===== src/rtl/seg7_pkg.sv =====
// Shared constants for the 7-segment scan decoder: glyph patterns (g..a), the
// invalid code, the stability counter width and the frame FSM encoding.
package seg7_pkg;

  localparam int         CNT_W    = 4;
  localparam logic [3:0] CODE_INV = 4'hF;

  localparam logic [6:0] SEG_0 = 7'h3F;
  localparam logic [6:0] SEG_1 = 7'h06;
  localparam logic [6:0] SEG_2 = 7'h5B;
  localparam logic [6:0] SEG_3 = 7'h4F;
  localparam logic [6:0] SEG_4 = 7'h66;
  localparam logic [6:0] SEG_5 = 7'h6D;
  localparam logic [6:0] SEG_6 = 7'h7D;
  localparam logic [6:0] SEG_7 = 7'h07;
  localparam logic [6:0] SEG_8 = 7'h7F;
  localparam logic [6:0] SEG_9 = 7'h6F;

  // Alternate glyphs some drivers use (6 without tail, 7 with a hook, 9 without tail).
  localparam logic [6:0] SEG_6_ALT = 7'h7C;
  localparam logic [6:0] SEG_7_ALT = 7'h27;
  localparam logic [6:0] SEG_9_ALT = 7'h67;

  typedef enum logic {
    ST_COLLECT = 1'b0,
    ST_EMIT    = 1'b1
  } state_t;

  typedef struct packed {
    logic       valid;
    logic [3:0] code;
  } glyph_t;

  function automatic glyph_t mk_glyph(input logic [3:0] code);
    return '{valid: 1'b1, code: code};
  endfunction

endpackage


===== src/rtl/seg7_to_bcd.sv =====
// Combinational 7-segment pattern -> {valid, BCD} lookup.
// Define ALT_GLYPH_EN to also accept the alternate 6/7/9 glyphs.
module seg7_to_bcd
  import seg7_pkg::*;
(
  input  logic [6:0] i_seg,
  output glyph_t     o_glyph
);

  always_comb begin
    // NOTE: every output gets a default before the case so no path leaves it unassigned (no latch).
    o_glyph = '{valid: 1'b0, code: CODE_INV};
    case (i_seg)
      SEG_0: o_glyph = mk_glyph(4'd0);
      SEG_1: o_glyph = mk_glyph(4'd1);
      SEG_2: o_glyph = mk_glyph(4'd2);
      SEG_3: o_glyph = mk_glyph(4'd3);
      SEG_4: o_glyph = mk_glyph(4'd4);
      SEG_5: o_glyph = mk_glyph(4'd5);
      SEG_6: o_glyph = mk_glyph(4'd6);
      SEG_7: o_glyph = mk_glyph(4'd7);
      SEG_8: o_glyph = mk_glyph(4'd8);
      SEG_9: o_glyph = mk_glyph(4'd9);
`ifdef ALT_GLYPH_EN
      SEG_6_ALT: o_glyph = mk_glyph(4'd6);
      SEG_7_ALT: o_glyph = mk_glyph(4'd7);
      SEG_9_ALT: o_glyph = mk_glyph(4'd9);
`else
      SEG_6_ALT, SEG_7_ALT, SEG_9_ALT: o_glyph = '{valid: 1'b0, code: CODE_INV};
`endif
      default: o_glyph = '{valid: 1'b0, code: CODE_INV};
    endcase
  end

endmodule


===== src/rtl/seg7_scan_decoder.sv =====
// Samples a multiplexed 7-segment bus, debounces each digit and emits one BCD word per full frame.
// Optional ALT_GLYPH_EN (passed through to seg7_to_bcd) widens the accepted glyph set.
module seg7_scan_decoder
  import seg7_pkg::*;
#(
  parameter int DIGITS     = 4,
  parameter int STABLE_CNT = 2
) (
  input  logic                  clk,
  input  logic                  reset,
  input  logic                  sample,
  input  logic [DIGITS-1:0]     digit_sel,
  input  logic [6:0]            seg,
  output logic [4*DIGITS-1:0]   bcd_out,
  output logic                  frame_vld,
  output logic                  pat_err,
  output logic                  sel_err
);

  localparam logic [CNT_W-1:0] STABLE = CNT_W'(STABLE_CNT);

  glyph_t              w_glyph;
  logic                w_onehot;
  logic                w_legal;

  logic [CNT_W-1:0]    r_cnt        [DIGITS];
  logic [CNT_W-1:0]    w_cnt_nxt    [DIGITS];
  logic [3:0]          r_last       [DIGITS];
  logic [3:0]          w_last_nxt   [DIGITS];
  logic [3:0]          r_shadow     [DIGITS];
  logic [3:0]          w_shadow_nxt [DIGITS];

  logic [DIGITS-1:0]   r_mask;
  logic [DIGITS-1:0]   w_acc_set;
  logic [DIGITS-1:0]   w_mask_nxt;

  state_t              r_state;
  state_t              w_state_nxt;
  logic                w_emit_go;

  logic [4*DIGITS-1:0] r_bcd;
  logic                r_pat_err;
  logic                r_sel_err;

  seg7_to_bcd u_dec (
    .i_seg   (seg),
    .o_glyph (w_glyph)
  );

  assign w_onehot = $onehot(digit_sel);
  assign w_legal  = sample & w_onehot;

  // Only the selected digit moves; the others hold their counters and codes.
  always_comb begin
    for (int d = 0; d < DIGITS; d++) begin
      w_cnt_nxt[d]    = r_cnt[d];
      w_last_nxt[d]   = r_last[d];
      w_shadow_nxt[d] = r_shadow[d];
      w_acc_set[d]    = 1'b0;
      if (w_legal && digit_sel[d]) begin
        if (!w_glyph.valid) begin
          w_cnt_nxt[d]  = '0;
          w_last_nxt[d] = CODE_INV;
        end else if (w_glyph.code == r_last[d]) begin
          w_cnt_nxt[d] = (r_cnt[d] >= STABLE) ? STABLE : r_cnt[d] + 1'b1;
        end else begin
          w_last_nxt[d] = w_glyph.code;
          w_cnt_nxt[d]  = CNT_W'(1);
        end
        if (w_glyph.valid && (w_cnt_nxt[d] == STABLE)) begin
          w_acc_set[d]    = 1'b1;
          w_shadow_nxt[d] = w_glyph.code;
        end
      end
    end
  end

  // The EMIT cycle clears the mask first, so a sample landing there starts the new frame.
  assign w_mask_nxt = ((r_state == ST_EMIT) ? '0 : r_mask) | w_acc_set;

  always_comb begin
    w_state_nxt = r_state;
    case (r_state)
      ST_COLLECT: if (&w_mask_nxt) w_state_nxt = ST_EMIT;
      ST_EMIT:    w_state_nxt = ST_COLLECT;
      default:    w_state_nxt = ST_COLLECT;
    endcase
  end

  assign w_emit_go = (r_state == ST_COLLECT) && (w_state_nxt == ST_EMIT);

  always_ff @(posedge clk) begin
    if (reset) begin
      // NOTE: sequential state uses non-blocking assignments so every register sees pre-edge values.
      r_state   <= ST_COLLECT;
      r_mask    <= '0;
      r_bcd     <= '0;
      r_pat_err <= 1'b0;
      r_sel_err <= 1'b0;
      for (int d = 0; d < DIGITS; d++) begin
        r_cnt[d]  <= '0;
        r_last[d] <= CODE_INV;
      end
    end else begin
      r_state   <= w_state_nxt;
      r_mask    <= w_mask_nxt;
      r_pat_err <= w_legal & ~w_glyph.valid;
      r_sel_err <= r_sel_err | (sample & ~w_onehot);
      for (int d = 0; d < DIGITS; d++) begin
        r_cnt[d]  <= w_cnt_nxt[d];
        r_last[d] <= w_last_nxt[d];
      end
      if (w_emit_go) begin
        for (int d = 0; d < DIGITS; d++) r_bcd[4*d +: 4] <= w_shadow_nxt[d];
      end
    end
  end

  // NOTE: shadow is deliberately not reset: a digit's shadow is only read after its accept bit
  // was set in the current frame, and the mask itself is reset.
  always_ff @(posedge clk) begin
    for (int d = 0; d < DIGITS; d++) r_shadow[d] <= w_shadow_nxt[d];
  end

  assign bcd_out   = r_bcd;
  assign frame_vld = (r_state == ST_EMIT);
  assign pat_err   = r_pat_err;
  assign sel_err   = r_sel_err;

endmodule


===== config.mk =====
export PLATFORM = sky130hd
export DESIGN_NAME = seg7_scan_decoder
export DESIGN_NICKNAME = d
export VERILOG_FILES = /design/src/rtl/seg7_pkg.sv /design/src/rtl/seg7_to_bcd.sv /design/src/rtl/seg7_scan_decoder.sv
export SDC_FILE = /design/constraint.sdc
export NUM_CORES = 1
export LEC_CHECK = 0
export CAP_MARGIN = 10
export CORE_MARGIN = 2
export CORE_UTILIZATION = 57
export CTS_CLUSTER_DIAMETER = 150
export DETAILED_ROUTE_END_ITERATION = 10
export DONT_BUFFER_PORTS = 1
export GPL_TIMING_DRIVEN = 0
export PLACE_DENSITY = 0.83
export SLEW_MARGIN = 40
export SYNTH_ARGS = -nofsm -noshare
export SYNTH_HDL_FRONTEND = slang
export SYNTH_SLANG_ARGS = --single-unit

===== constraint.sdc =====
create_clock -name clk -period 3.7 [get_ports clk]
set_input_delay 0.37 -clock clk [delete_from_list [all_inputs] [get_ports clk]]
set_output_delay 0.37 -clock clk [all_outputs]
set_load 0.05 [all_outputs]

# [Word level (Yosys, flattened, before mapping)]
# Memory sizes are Yosys's and may differ from the RTL's.
# Cells that the tools add are included.
[totals] reg_bits=23 rom_bits=0 latch_bits=0 memories=3 ramBits=48
[op_classes] order_cmp=4 multipliers=0 n_addsub=7 n_bitwise=16 n_eq_ne=19 n_reduce_logical=10 n_div=0 shift=0 muxes=63
[mem_list] memory="r_cnt" words=4 word_bits=4 rd=4 rd_clocked_by_memory_dff=0 write_ports=4 line_no="seg7_scan_decoder.sv:26" rtl="logic [CNT_W-1:0] r_cnt [DIGITS];"
[mem_list] memory="r_last" words=4 word_bits=4 rd=4 rd_clocked_by_memory_dff=0 write_ports=4 line_no="seg7_scan_decoder.sv:28" rtl="logic [3:0] r_last [DIGITS];"
[mem_list] memory="r_shadow" words=4 word_bits=4 rd=4 rd_clocked_by_memory_dff=0 write_ports=4 line_no="seg7_scan_decoder.sv:30" rtl="logic [3:0] r_shadow [DIGITS];"
[op_table] op="two-way mux 4 bit" count=49
[op_table] op="case mux 5 bit (10 select lines)" count=1
[op_table] op="equality test 7 bit (second input constant)" count=7
[op_table] op="adder 4 x 1 -> 4 bit (second input constant)" count=4
[op_table] op="equality test 4 x 2 -> 1 bit (second input constant)" count=4
[op_table] op="equality test 4 bit" count=4
[op_table] op=">= comparator 4 x 2 -> 1 bit (second input constant)" count=4
[op_table] op="equality test 7 x 3 -> 1 bit (second input constant)" count=2
[op_table] op="two-way mux 1 bit" count=12
[op_table] op="logical AND 1 bit" count=9
[op_table] op="OR 1 bit" count=9
[op_table] op="equality test 7 x 6 -> 1 bit (second input constant)" count=1
[op_table] op="adder 1 x 1 -> 2 bit" count=2
[op_table] op="OR 4 bit" count=1
[op_table] op="AND reduction 4 bit" count=1
[op_table] op="adder 2 x 2 -> 3 bit" count=1
[op_table] op="bitwise AND 1 bit" count=3
[op_table] op="equality test 3 x 1 -> 1 bit (second input constant)" count=1
[op_table] op="inverter 1 bit" count=3
[op_table] op="case mux 1 bit (2 select lines)" count=1

# [Longest topological paths before layout]
# Gate-level depths: netlist of the first run.
[logic_depth] ltp_word=15 mapped_depth=16

# [By module]
# A second synthesis of the first run with hierarchy kept.
[hier_totals] cells_unflattened=364 hier_area_um2=3478.3
[by_module_without_submodules] module="seg7_scan_decoder" instances=1 area_each_um2=3270.6 cells_each=334
[by_module_without_submodules] module="seg7_to_bcd" instances=1 area_each_um2=207.7 cells_each=30

# [Least setup slack after synthesis of the first run]
# No wires, ideal clock.
[synth_path] kind="in2reg" from="input port digit_sel[0]" to="register r_bcd[10] (netlist: bcd_out[10])" path_buffers=1 cell_stages=13 required_ns=3.584 arrival_ns=3.861 setup_slack_ns=-0.277 path_cell_list="inv_1 fa_1 inv_1 ha_1 ha_1 nor4bb_1 nand2_1 a21o_1 a2111oi_4 o221ai_2 buf_6 o311a_1 a31o_1"
[synth_between] elab_chain_len=11 elab_cells_between_ends=18
[synth_rtl] element="start: declaration" line_no="seg7_scan_decoder.sv:12" rtl="input logic [DIGITS-1:0] digit_sel,"
[synth_rtl] element="adder 1 x 1 -> 2 bit (implied by the code)" line_no="seg7_scan_decoder.sv:50" rtl="assign w_onehot = $onehot(digit_sel);"
[synth_rtl] element="adder 2 x 2 -> 3 bit (implied by the code)" line_no="seg7_scan_decoder.sv:50"
[synth_rtl] element="equality test 3 x 1 -> 1 bit" line_no="seg7_scan_decoder.sv:50"
[synth_rtl] element="bitwise AND 1 bit" line_no="seg7_scan_decoder.sv:51" rtl="assign w_legal = sample & w_onehot;"
[synth_rtl] element="logical AND 1 bit" line_no="seg7_scan_decoder.sv:60" rtl="if (w_legal && digit_sel[d]) begin"
[synth_rtl] element="two-way mux 1 bit" line_no="seg7_scan_decoder.sv:60"
[synth_rtl] element="OR 4 bit" line_no="seg7_scan_decoder.sv:79" rtl="assign w_mask_nxt = ((r_state == ST_EMIT) ? '0 : r_mask) | w_acc_set;"
[synth_rtl] element="AND reduction 4 bit" line_no="seg7_scan_decoder.sv:84" rtl="ST_COLLECT: if (&w_mask_nxt) w_state_nxt = ST_EMIT;"
[synth_rtl] element="two-way mux 1 bit" line_no="seg7_scan_decoder.sv:84"
[synth_rtl] element="case mux 1 bit (2 select lines)" line_no="seg7_scan_decoder.sv:83" rtl="case (r_state)"
[synth_rtl] element="logical AND 1 bit" line_no="seg7_scan_decoder.sv:90" rtl="assign w_emit_go = (r_state == ST_COLLECT) && (w_state_nxt == ST_EMIT);"
[synth_rtl] element="end signal: assignment" line_no="seg7_scan_decoder.sv:97" rtl="r_bcd <= '0;"
[synth_rtl] element="end: declaration" line_no="seg7_scan_decoder.sv:41" rtl="logic [4*DIGITS-1:0] r_bcd;"
# Several ways; a longest one is shown, not always the timed one.
# A chain may end at the register's enable or synchronous reset.

# [Final worst setup path of the first run]
[layout_path] from="input port digit_sel[0]" to="register r_bcd[12] (netlist: bcd_out[12])"
# The elaborated chain is that of the path after synthesis.

==> results of run 1 <==
## power groups by stage
| stage | Clock [W] | Sequential [W] | Combinational [W] |
|---|---|---|---|
| 5_1_grt | 0.000818 | 0.000791 | 0.000146 |
| 6_report | 0.000782 | 0.000790 | 0.000134 |
| 3_5_place_dp | 0 | 0.000807 | 0.000125 |
| 4_1_cts | 0.000783 | 0.000789 | 0.000131 |
| 3_3_place_gp | 0 | 0.000807 | 0.000120 |
| 2_1_floorplan | 0 | 0.000805 | 0.0000968 |
## repair_timing
action / in CTS / in global routing
pin swaps: 2 / 1
buffers inserted: 3 / 4
setup endpoints to repair: 10 / 6
resized for setup: 0 / 4
## critical path: stages
cell,delay [ns]
inv_1,0.04
fa_1,0.54
inv_1,0.05
ha_1,0.18
ha_1,0.34
nor4bb_4,0.35
and2_1,0.16
clkbuf_2,0.16
o21ai_0,0.10
a21oi_1,0.12
o211ai_1,0.21
nor2b_1,0.21
buf_2,0.17
buf_1,0.23
o311a_1,0.35
a31o_1,0.19
## synth_stat cells (5+ instances only)
cell	instances	area share
nand2_1	48	0.050
xnor2_1	7	0.017
a21oi_1	29	0.040
a31oi_1	8	0.014
and2_1	5	0.0087
o211ai_1	12	0.025
a31o_1	5	0.012
clkbuf_1	14	0.015
o21ai_0	10	0.014
nor4_1	12	0.021
mux2_2	13	0.041
buf_2	6	0.0084
inv_1	17	0.018
nand4_1	11	0.019
a31o_2	6	0.015
nor2_1	25	0.026
o311a_1	11	0.031
ha_1	10	0.035
nand3_1	9	0.013
and3_1	7	0.012
nor3_1	12	0.017
a21o_1	6	0.013
dfxtp_1	71	0.40
## cell families (layout without fill, tap and decap cells)
kind of cell	count (synthesis)	after routing	share of synthesized area
AND/OR/NAND/NOR	154	154	0.223
AO/OA/AOI/OAI	112	112	0.230
flip-flops	71	71	0.396
buffers and inverters	40	63	0.0470
multiplexers	15	15	0.0463
adder cells (fa/ha/maj)	11	11	0.0404
XOR/XNOR	7	7	0.0171
## routing by layer
metal  part of all wire  global-route usage
met5                  0                   0
met4              0.014              0.0969
met3              0.067              0.0596
met2               0.51               0.437
met1               0.41               0.329
## area by class of cell
type                            count  area, um2  share of cell area
Timing Repair Buffer                7       52.6              0.0131
Tap cell                           75       93.8              0.0233
Inverter                           17       63.8              0.0159
Clock inverter                      7        128              0.0317
Clock buffer                        9        124              0.0308
Sequential cell                    71       1420               0.353
Multi-Input combinational cell    299       2030               0.505
Buffer                             23        109              0.0270
## worst min path at each step
stage | slack, ns | startpoint | endpoint | cells past startpoint
final | 0.19 | sample | sel_err$_SDFF_PP0_ | 2
after global routing | 0.19 | sample | sel_err$_SDFF_PP0_ | 2
after global placement | 0.44 | r_cnt[0][2]$_SDFFE_PP0P_ | r_cnt[0][2]$_SDFFE_PP0P_ | 2
after detailed placement | 0.46 | r_cnt[0][2]$_SDFFE_PP0P_ | r_cnt[0][2]$_SDFFE_PP0P_ | 2
after floorplan | 0.43 | r_cnt[0][2]$_SDFFE_PP0P_ | r_cnt[0][2]$_SDFFE_PP0P_ | 2
after CTS | 0.19 | sample | sel_err$_SDFF_PP0_ | 2
## placed cells by master, fill, tap and decap left out, drive strengths merged, types with 8 or more instances in the layout
cell,n
a21oi,29
a31o,11
a31oi,8
buf,15
clkbuf,24
dfxtp,71
ha,10
inv,19
mux2,13
nand2,48
nand3,9
nand4,11
nor2,25
nor3,14
nor4,12
o211ai,12
o21ai,11
o311a,11
## state kept, by name, summed over array words and instances, names as in the netlist
signal / flops
bcd_out: 16
frame_vld: 1
pat_err: 1
r_cnt: 16
r_last: 16
r_mask: 4
r_shadow: 16
sel_err: 1
## through the flow
| stage | setup TNS (ns) | cell area, um2 |
|---|---|---|
| after floorplan | 0 | 3610 |
| after detailed placement | -6.45 | 3700 |
| after CTS | 0 | 3980 |
| final | 0 | 4030 |
| after global placement | -5.59 | 3700 |
| after global routing | 0 | 4030 |
==> impl_metrics.csv, run 1 <==
group,metric,value,unit
critical_path,ff2ff_path_depth,9,
cells_and_area,finish.utilization,0.672,
pwr,intPower,0.00128,W
timing,hold_slack,0.187,ns
timing,skew,0.00813,ns
logic_synthesis,ys_seq_area_frac,0.396,
timing,finalSetupViolCount,0,
global_routing,grt_use_total,0.261,
placement,dp_cells,485,
pwr,leakagePower,1.57,nW
timing,worst_pin_slew,0.779,ns
pwr,switching_share,0.250,
hold_path,hp-class,"in -> reg",
clocking,cts.sinks,71,
logic_synthesis,syn_area,3590,um2
pwr,power,0.00171,W
route,vias,3304,
timing,finalCriticalPeriod,3.51,ns
timing,hold_violations,0,
timing,fin_ws,0.187,ns
clocking,cts_tree,"yes",
clocking,cts_hold_buf,0,
critical_path,crit_type,"in -> reg",
route,routed_wl,9.18,mm
placement,portBuffers,0,
placement,dpl.hpwl,6.36,mm
route,first_pass_iters,5,
logic_synthesis,synthArstFlopShare,0,
logic_synthesis,synthesis.nets,435,
die,num_io_pins,33,
route,vias_per_cell,6.50,
cells_and_area,nFillCells,451,
logic_synthesis,synth-seq-cells,71,
critical_path,end_kind,"flip-flop",
clocking,cts-htree-levels,3,
cells_and_area,n_antenna_cell,0,
die,initial_utilization,0.599,
logic_synthesis,synth-edff-count,0,
critical_path,crit_fanout,10,
pwr,p_switching,0.000427,W
critical_path,crit_end,"bcd_out[12]$_SDFFE_PP0P_",
pwr,clock_power_share,0.458,
cells_and_area,layout-drive-gt1-share,0.145,
outcome,status,"finished, final reports clean",
global_routing,grt_first_pass_wirelength,14.8,mm
timing,grt_setup_unrepaired,"false",
die,die_area,6950,um2
critical_path,reg2reg_from,"r_cnt[2][0]$_SDFFE_PP0P_",
global_routing,first_global_vias,3129,
placement,place_ws,-0.464,ns
timing,fmax,0.285,GHz
clocking,clk_path_buf_depth,2,
critical_path,reg2reg_to,"bcd_out[7]$_SDFFE_PP0P_",
cells_and_area,area_delta_synth_final,12.1,%
global_routing,antenna_found_initial,0,
route,drt-initial-drc-count,366,
die,core_area,5990,um2
clocking,clock_latency,0.35,ns
critical_path,critPathRequiredTime,3.95,ns
pwr,p_per_area,424,nW/um2
critical_path,critPathArrivalTime,3.76,ns
logic_synthesis,avgSynthCellArea,8.76,um2
die,die_w,83.4,um
logic_synthesis,synthFlopType,"dfxtp_1",
critical_path,critPathLaunch,"digit_sel[0]",
logic_synthesis,ys_types,63,
die,placementRows,28,
placement,gp_congestion,0.877,
timing,period_share,0.949,
pwr,ir_drop,0.000323,V
clocking,clk_pin_slew,0.08,ns
route,wl_per_cell,18.1,um
cells_and_area,fin_nets,453,
pwr,combPwrFrac,0.079,
timing,report.final.slew_viol_count,0,
clocking,cts_buffers,9,
timing,slew_headroom,0.479,
logic_synthesis,yosys_warnings,0,
clocking,cts_root_buf,"clkbuf_8",
die,dieHeight,83.4,um
run,maxCapViolCount,0,
critical_path,ff2ff_setup_slack,0.88,ns
cells_and_area,final_cells,508,
logic_synthesis,postSynthCellCount,410,
critical_path,setup.worst_path.start_class,"input port",
pwr,seq_power_share,0.463,
route,route.detailed.drc,0,
global_routing,grt_overflow_total,0,
route,antenna_left,0,
global_routing,grt_start_max_net_pins,15,
Power figures use the tool's default switching activity.
==> run 2: changes to the inputs <==
Settings changed: CORE_UTILIZATION 57 to 30, PLACE_DENSITY 0.83 to 0.53.
==> run 2 against run 1 <==
Compared with the run above: global-route usage shrank 11 points; clock power up 21%; combinational power decreased by 4%; power increased by 9.3%; critical path depth is 3 lower; clock skew is 0.0023 ns lower; non-clock buffer count fell by 3; maximum frequency up 0.71%; die area increased by 85%; register-to-register slack gained 0.11 ns.
==> impl_metrics.csv, run 2 (synthesis results as in run 1) <==
group,metric,value,unit
timing,report.final.slew_viol_count,0,
timing,finalCriticalPeriod,3.49,ns
cells_and_area,area_delta_synth_final,16.1,%
timing,grt_setup_unrepaired,"false",
global_routing,grt_overflow_total,0,
route,vias,3147,
cells_and_area,regArea,1420,um2
global_routing,grt_use_total,0.149,
route,route.detailed.drc,0,
clocking,cts_tree,"yes",
critical_path,setup.worst_path.start_class,"input port",
clocking,cts_root_buf,"clkbuf_16",
critical_path,critPathRequiredTime,3.93,ns
cells_and_area,final_cell_mix,"71 x dfxtp_1, 48 x nand2_1, 29 x a21oi_1",
pwr,switching_share,0.231,
cells_and_area,fin_nets,450,
pwr,clock_power_share,0.507,
clocking,clock_latency,0.33,ns
hold_path,hp-class,"in -> reg",
timing,hold_violations,0,
timing,fmax,0.287,GHz
route,first_pass_iters,4,
timing,worst_pin_slew,0.849,ns
die,die_w,113,um
timing,tns,0,ns
pwr,leakagePower,1.59,nW
cells_and_area,final_common_cell,"dfxtp_1",
critical_path,crit_fanout,10,
critical_path,critPathArrivalTime,3.71,ns
pwr,ir_drop,0.000242,V
timing,skew,0.00581,ns
clocking,cts_buffers,9,
timing,finalSetupViolCount,0,
pwr,p_per_area,447,nW/um2
die,num_io_pins,33,
placement,gp_congestion,0.836,
global_routing,antenna_found_initial,0,
die,core_area,11600,um2
critical_path,end_kind,"flip-flop",
placement,placedInstanceArea,3790,um2
placement,portBuffers,0,
pwr,combPwrFrac,0.069,
route,antenna_left,0,
pwr,seq_power_share,0.424,
cells_and_area,layout-drive-gt1-share,0.142,
die,initial_utilization,0.311,
route,routed_wl,9.45,mm
run,maxCapViolCount,0,
cells_and_area,finalInstanceArea,4170,um2
clocking,clk_pin_slew,0.06,ns
clocking,cts-htree-levels,3,
die,die_area,12900,um2
route,vias_per_cell,5.49,
cells_and_area,multi_input_area,2030,um2
pwr,intPower,0.00143,W
die,placementRows,39,
timing,slew_headroom,0.430,
cells_and_area,n_antenna_cell,0,
die,dieHeight,113,um
critical_path,crit_type,"in -> reg",
placement,dpl.hpwl,6.90,mm
clocking,cts_hold_buf,0,
clocking,cts.sinks,71,
cells_and_area,nFillCells,1138,
global_routing,grt_start_max_net_pins,14,
timing,period_share,0.943,
route,wl_per_cell,16.5,um
pwr,p_switching,0.000431,W
clocking,clk_path_buf_depth,2,
global_routing,first_global_vias,2998,
outcome,status,"finished, final reports clean",
global_routing,grt_first_pass_wirelength,15.2,mm
route,drt-initial-drc-count,162,
[run 2: changes by cell type in the layout (fill, tap and decap cells not counted), sizes merged]
| cell | previous run | this run |
|---|---|---|
| clkinv | 2 | 1 |
| inv | 19 | 18 |
| clkinvlp | 0 | 2 |
| clkbuf | 24 | 25 |
| buf | 15 | 12 |
| bufinv | 3 | 2 |
[run 2: metrics by stage]
step	hold slack (ns)	instances	setup WS [ns]	util	total power (W)
final	0.185	573	0.212	0.360	0.00186
after detailed placement	0.450	553	-0.365	0.327	0.000933
after global routing	0.211	573	0.00880	0.360	0.00193
after floorplan	0.432	410	0.0710	-	0.000902
after CTS	0.180	570	0.00899	0.357	0.00188
after global placement	0.443	553	-0.374	0.327	0.000931
[run 2: final timing paths]
kind | from | to | slack [ns] | cells past startpoint
worst max register to register | r_cnt[0][0]$_SDFFE_PP0P_ | bcd_out[12]$_SDFFE_PP0P_ | 0.99 | 8
worst max-delay path | digit_sel[0] | bcd_out[12]$_SDFFE_PP0P_ | 0.21 | 13
worst min-delay path | sample | sel_err$_SDFF_PP0_ | 0.18 | 2
worst min register to register | r_cnt[0][2]$_SDFFE_PP0P_ | r_cnt[0][2]$_SDFFE_PP0P_ | 0.46 | 2
[run 2: metal layers]
layer,track usage,up-vias,wire length (um)
li1,-,1565,-
met1,0.205,1502,4520
met2,0.234,68,4260
met3,0.0271,12,490
met4,0.0585,0,173
met5,0,-,0
[run 2: repair_timing]
item | in CTS | in global routing
gates cloned | 0 | 0
gates resized for setup | 0 | 5
setup endpoints to repair | 5 | 16
buffers inserted | 1 | 3
pin swaps | 0 | 3
[run 2: power groups by stage]
stage,clock [W],combinational (W),sequential (W)
4_1_cts,0.000967,0.000126,0.000790
6_report,0.000945,0.000129,0.000790
5_1_grt,0.00100,0.000144,0.000791
2_1_floorplan,0,0.0000968,0.000805
3_3_place_gp,0,0.000124,0.000807
3_5_place_dp,0,0.000126,0.000807
[run 2: critical path, stage by stage]
cell	delay, ns
inv_1	0.03
fa_1	0.53
inv_1	0.04
ha_1	0.17
ha_1	0.32
nor4bb_4	0.40
nand2_1	0.16
a21o_1	0.25
a2111oi_4	0.48
o221ai_4	0.23
buf_6	0.19
o311a_1	0.34
a31o_1	0.18
[run 2: cell type report]
type | count | share of cell area
repair buffers | 4 | 0.00721
flip-flops and latches | 71 | 0.341
clock buffers | 10 | 0.0573
clock inverters | 6 | 0.0222
inverters | 17 | 0.0153
multi-input cells | 299 | 0.488
well taps | 143 | 0.0429
plain buffers | 23 | 0.0264
